==> src/rtl/btn_pkg.sv <==
// Shared definitions for push-button input stages: FSM encodings, default
// 100 MHz timing constants and a counter-width helper.
package btn_pkg;

  typedef enum logic [1:0] {
    ST_IDLE       = 2'd0,
    ST_DB_PRESS   = 2'd1,
    ST_HELD       = 2'd2,
    ST_DB_RELEASE = 2'd3
  } btn_state_e;

  // Defaults for a 100 MHz clock: 10 ms debounce, 500 ms first repeat, 100 ms repeat period
  localparam int unsigned DEF_DEBOUNCE_CYCLES = 1000000;
  localparam int unsigned DEF_REPEAT_DELAY    = 50000000;
  localparam int unsigned DEF_REPEAT_PERIOD   = 10000000;

  // Bits needed to count 0..n-1, never less than one bit
  function automatic int unsigned cnt_width(input int unsigned n);
    return (n < 2) ? 1 : $clog2(n);
  endfunction

endpackage

==> src/rtl/two_ff_sync.sv <==
// Generic 1-bit two-flop synchroniser for asynchronous board inputs.
module two_ff_sync (
  input  logic clk,
  input  logic reset_n,
  input  logic d_i,
  output logic q_o
);

  logic s1_q;
  logic s2_q;

  // Metastability chain: only s2 is safe to use downstream
  always_ff @(posedge clk or negedge reset_n) begin
    if (!reset_n) begin
      s1_q <= 1'b0;
      s2_q <= 1'b0;
    end else begin
      s1_q <= d_i;
      s2_q <= s1_q;
    end
  end

  assign q_o = s2_q;

endmodule

==> src/rtl/button_pulse_gen.sv <==
// Push-button front end: synchronise, debounce, and emit a one-cycle pulse
// per confirmed press. Optional auto-repeat while held is enabled by
// defining AUTO_REPEAT_EN.
module button_pulse_gen
  import btn_pkg::*;
#(
  parameter int unsigned DEBOUNCE_CYCLES = DEF_DEBOUNCE_CYCLES,
  parameter int unsigned REPEAT_DELAY    = DEF_REPEAT_DELAY,
  parameter int unsigned REPEAT_PERIOD   = DEF_REPEAT_PERIOD
) (
  input  logic clk,
  input  logic reset_n,
  input  logic btn_in,
  output logic pulse,
  output logic btn_level
);

  localparam int unsigned CNT_W = cnt_width(DEBOUNCE_CYCLES);
  localparam logic [CNT_W-1:0] DB_LAST = CNT_W'(DEBOUNCE_CYCLES - 1);

  // Reject nonsensical timing at elaboration
  if (DEBOUNCE_CYCLES < 2 || REPEAT_DELAY < 1 || REPEAT_PERIOD < 1) begin : g_bad_params
    $error("button_pulse_gen: invalid timing parameters");
  end

  btn_state_e       state_q, state_d;
  logic [CNT_W-1:0] cnt_q, cnt_d;
  logic             pulse_q;
  logic             level_q, level_d;
  logic             btn_s2;
  logic             press_c;
  logic             rpt_fire_c;

  two_ff_sync u_sync (
    .clk     (clk),
    .reset_n (reset_n),
    .d_i     (btn_in),
    .q_o     (btn_s2)
  );

  // Debounce FSM: next state, counter and debounced level
  always_comb begin
    state_d = state_q;
    cnt_d   = cnt_q;
    level_d = level_q;
    press_c = 1'b0;
    unique case (state_q)
      ST_IDLE: begin
        if (btn_s2) begin
          state_d = ST_DB_PRESS;
          cnt_d   = '0;
        end
      end
      ST_DB_PRESS: begin
        if (!btn_s2) begin
          state_d = ST_IDLE;
          cnt_d   = '0;
        end else if (cnt_q == DB_LAST) begin
          state_d = ST_HELD;
          cnt_d   = '0;
          level_d = 1'b1;
          press_c = 1'b1;
        end else begin
          cnt_d = cnt_q + CNT_W'(1);
        end
      end
      ST_HELD: begin
        if (!btn_s2) begin
          state_d = ST_DB_RELEASE;
          cnt_d   = '0;
        end
      end
      ST_DB_RELEASE: begin
        if (btn_s2) begin
          state_d = ST_HELD;
          cnt_d   = '0;
        end else if (cnt_q == DB_LAST) begin
          state_d = ST_IDLE;
          cnt_d   = '0;
          level_d = 1'b0;
        end else begin
          cnt_d = cnt_q + CNT_W'(1);
        end
      end
      default: begin
        state_d = ST_IDLE;
        cnt_d   = '0;
      end
    endcase
  end

  // FSM state, counter and registered outputs
  always_ff @(posedge clk or negedge reset_n) begin
    if (!reset_n) begin
      state_q <= ST_IDLE;
      cnt_q   <= '0;
      pulse_q <= 1'b0;
      level_q <= 1'b0;
    end else begin
      state_q <= state_d;
      cnt_q   <= cnt_d;
      pulse_q <= press_c | rpt_fire_c;
      level_q <= level_d;
    end
  end

`ifdef AUTO_REPEAT_EN
  localparam int unsigned RPT_MAXV = (REPEAT_DELAY > REPEAT_PERIOD) ? REPEAT_DELAY : REPEAT_PERIOD;
  localparam int unsigned RPT_W    = cnt_width(RPT_MAXV);
  localparam logic [RPT_W-1:0] RD_LAST = RPT_W'(REPEAT_DELAY - 1);
  localparam logic [RPT_W-1:0] RP_LAST = RPT_W'(REPEAT_PERIOD - 1);

  logic [RPT_W-1:0] rpt_q, rpt_d;
  logic             rep_phase_q, rep_phase_d;
  logic             rpt_hit_c;

  // Repeat timer: first interval REPEAT_DELAY, then REPEAT_PERIOD; frozen while debouncing a release
  always_comb begin
    rpt_d       = rpt_q;
    rep_phase_d = rep_phase_q;
    rpt_fire_c  = 1'b0;
    rpt_hit_c   = 1'b0;
    if (state_q == ST_IDLE || press_c) begin
      rpt_d       = '0;
      rep_phase_d = 1'b0;
    end else if (state_q == ST_HELD) begin
      rpt_hit_c = rep_phase_q ? (rpt_q == RP_LAST) : (rpt_q == RD_LAST);
      if (rpt_hit_c) begin
        rpt_d       = '0;
        rep_phase_d = 1'b1;
        rpt_fire_c  = !pulse_q;
      end else begin
        rpt_d = rpt_q + RPT_W'(1);
      end
    end
  end

  // Repeat timer registers
  always_ff @(posedge clk or negedge reset_n) begin
    if (!reset_n) begin
      rpt_q       <= '0;
      rep_phase_q <= 1'b0;
    end else begin
      rpt_q       <= rpt_d;
      rep_phase_q <= rep_phase_d;
    end
  end
`else
  assign rpt_fire_c = 1'b0;
`endif

  assign pulse     = pulse_q;
  assign btn_level = level_q;

endmodule

==> config.mk <==
export PLATFORM = sky130hd
export DESIGN_NAME = button_pulse_gen
export DESIGN_NICKNAME = d
export VERILOG_FILES = /design/src/rtl/btn_pkg.sv /design/src/rtl/two_ff_sync.sv /design/src/rtl/button_pulse_gen.sv
export SDC_FILE = /design/constraint.sdc
export NUM_CORES = 1
export LEC_CHECK = 0
export BUFFER_PORTS_ARGS = -buffer_cell sky130_fd_sc_hd__buf_2
export CORE_MARGIN = 8
export CORE_UTILIZATION = 59
export CTS_CLUSTER_SIZE = 40
export DETAILED_ROUTE_END_ITERATION = 8
export PLACE_DENSITY = 0.76
export SETUP_SLACK_MARGIN = 0.4
export SYNTH_ARGS = -nofsm -noshare
export SYNTH_HDL_FRONTEND = slang
export SYNTH_HIERARCHICAL = 1
export SYNTH_SLANG_ARGS = --single-unit
==> constraint.sdc <==
create_clock -name clk -period 2.6 [get_ports clk]
set_input_delay 0.13 -clock clk [delete_from_list [all_inputs] [get_ports clk]]
set_output_delay 0.13 -clock clk [all_outputs]
set_load 0.005 [all_outputs]
==> qor.csv <==
metric,value,unit
largest net degree at the start of global routing,34,
worst skew pair latency,320,ps
Antenna diodes,0,
power per cell area,513,mW/mm2
total track usage,0.133,
kind of start point of the critical path,flip-flop,
synthesized area,0.00136,mm2
initial antenna violation count,0,
worst-case vdd ir drop,0.356,mV
"Hold Vio Cnt, Final",0,
multi-input logic area,667,um2
Worst slew margin,0.525,
Max Clk Rate,479,MHz
DRC viols,0,
most frequent cells in the layout,"26 x dfrtp_1, 14 x nand2_1, 13 x a31oi_1",
final setup fails,0,
"antenna viol nets, final",0,
clock network power share,0.371,
"most common cell after layout, fill and taps aside",dfrtp_1,
"Data required, critical path",2830,ps
mean routed wirelength per cell,15.0,um
First DRT Iteration DRCs,45,
Switching Share,0.217,
CTS tree,built,
CTS Buffer Depth,2,
Max Cap Violations,0,
Detailed Route WL,2.62,mm
Switch Pwr,163,uW
Initial Util,0.621,
worst-path fanout max,33,
chip width,64.0,um
register bit total from synthesis,26,
Final Cycle Share,0.803,
Yosys warning count,6,
Final Skew,2.72,ps
Clock Sinks,26,
detailed placement HPWL,1.86,mm
IO Pins,5,
Num CTS Buffers,3,
DRT Pass-1 Iters,4,
CTS clock-pin slew for the worst setup and hold paths,140,ps
Cell variety after synth,36,
fraction of registers with async set/reset,1.00,
post-route minimum period,2090,ps
Worst setup EP type,flip-flop,
Root Driver,clkbuf_4,
Syn Inst Count,143,
share of layout cells above drive strength 1,0.0884,
Final Slew Violations,0,
Arrival @ worst endpoint,2320,ps
global-route wire length before repair,4.60,mm
number of I/O port buffers,4,
vias in the first global route,1051,
RSZ-0062 raised after global routing,no,
post-CTS setup buffers,0,
Reg power frac,0.568,
Power Total,750,uW
LEAKAGE,0.000648,uW
fillers,181,
Final Wtd Congestion,0.875,
top_reg_cell synth,dfrtp_1,
status,finished clean,
Sequential cell area,651,um2
Via density,6.29,
H-tree depth,1,
P&R area growth vs syn,7.64,%
internal power,587,uW
row count,17,
Min-Delay Path Class,in2async,
sequential share of the synthesized area,0.478,
Core ar.,0.00219,mm2
Vert. Die Dim,64.0,um
gr ovfl total,0,
Comb power frac,0.062,
total number of vias,1100,
final hold slack,320,ps
CP Class,reg2reg,
nets,152,
Die ar.,0.00410,mm2
Synth Net Count,147,
internal reg-to-reg setup slack,510,ps
Slew @ Worst Pin,710,ps
number of synthesized flops with an enable pin,0,
mean post-synth cell area,9.51,um2
Fin Setup TNS,0,ps
==> per-stage QoR <==
stage,instance area [um2],util,setup slack (ps),cells
2_1_floorplan,1360,-,688,143
3_3_place_gp,1380,0.631,356,169
3_5_place_dp,1380,0.631,265,169
4_1_cts,1460,0.665,419,175
5_1_grt,1460,0.668,437,175
6_report,1460,0.668,513,175
==> area by class of cell <==
cell class / instances / area share
Clock buffer: 3 / 0.0154
Clock inverter: 1 / 0.0205
Inverter: 5 / 0.0128
Multi-Input combinational cell: 106 / 0.456
Sequential cell: 26 / 0.444
Tap cell: 28 / 0.0239
Timing Repair Buffer: 6 / 0.0274
==> timing repair <==
| action | 4_1_cts | 5_1_grt |
|---|---|---|
| resized for setup | 1 | 1 |
| hold buffers | 2 | 0 |
| hold endpoints to repair | 27 | 0 |
| setup endpoints to repair | 14 | 2 |
==> cell usage after synthesis, types with 2 or more instances <==
cell / count / area, um2
nor3_1: 7 / 35.0
or2b_1: 5 / 37.5
and4_1: 2 / 17.5
and3_1: 2 / 12.5
mux2i_1: 3 / 30.0
clkbuf_1: 2 / 7.51
inv_1: 5 / 18.8
a21oi_1: 11 / 55.1
a22o_1: 6 / 52.6
nand2_1: 14 / 52.6
o21ai_0: 3 / 15.0
and2_1: 4 / 25.0
nand4_1: 3 / 18.8
buf_2: 2 / 10.0
nor2_1: 7 / 26.3
xor2_1: 4 / 35.0
a31oi_1: 13 / 81.3
dfrtp_1: 26 / 651
nand3_1: 7 / 35.0
==> state kept, by name, indices dropped and copies added, names as in the netlist, named ones only <==
register     flops
cnt_q           20
u_sync/s1_q      1
pulse            1
state_q          1
btn_level        1
u_sync/q_o       1
==> layer usage <==
metal | part of all wire | track usage | routed length (um)
met5 | 0 | 0 | 0
met2 | 0.50 | 0.232 | 1310
met1 | 0.46 | 0.160 | 1200
met3 | 0.035 | 0.0244 | 91
met4 | 0.010 | 0.0474 | 27
==> final timing paths <==
path | startpoint | endpoint | cells past startpoint
worst max-delay path | cnt_q[16] | cnt_q[18] | 5
worst min-delay path | reset_n | btn_level | 2
worst max register to register | cnt_q[16] | cnt_q[18] | 5
worst min register to register | u_sync/s1_q | u_sync/q_o | 0
max in group asynchronous | reset_n | cnt_q[14] | 2
min in group clk | u_sync/s1_q | u_sync/q_o | 0
==> power by group through the flow <==
stage | sequential, uW | clock [uW] | combinational (uW)
6_report | 426 | 278 | 46.3
5_1_grt | 427 | 293 | 53.7
4_1_cts | 425 | 281 | 46.3
3_5_place_dp | 433 | 0 | 44.0
3_3_place_gp | 432 | 0 | 42.0
2_1_floorplan | 430 | 0 | 31.1
==> kinds of logic after synthesis <==
kind of cell,count (synthesis),synth area share
AND/OR/NAND/NOR,58,0.230
XOR/XNOR,5,0.0322
flip-flops,26,0.478
buffers and inverters,11,0.0377
AO/OA/AOI/OAI,38,0.182
multiplexers,4,0.0304
adder cells (fa/ha/maj),1,0.00920
==> critical path, cell delays in order, from the launching register on <==
cell,delay [ps]
dfrtp_1,430
nand3_1,120
or4_4,520
o31a_4,480
a32o_1,270
a31o_1,180
Note: power is estimated with default switching activity, not from simulation.
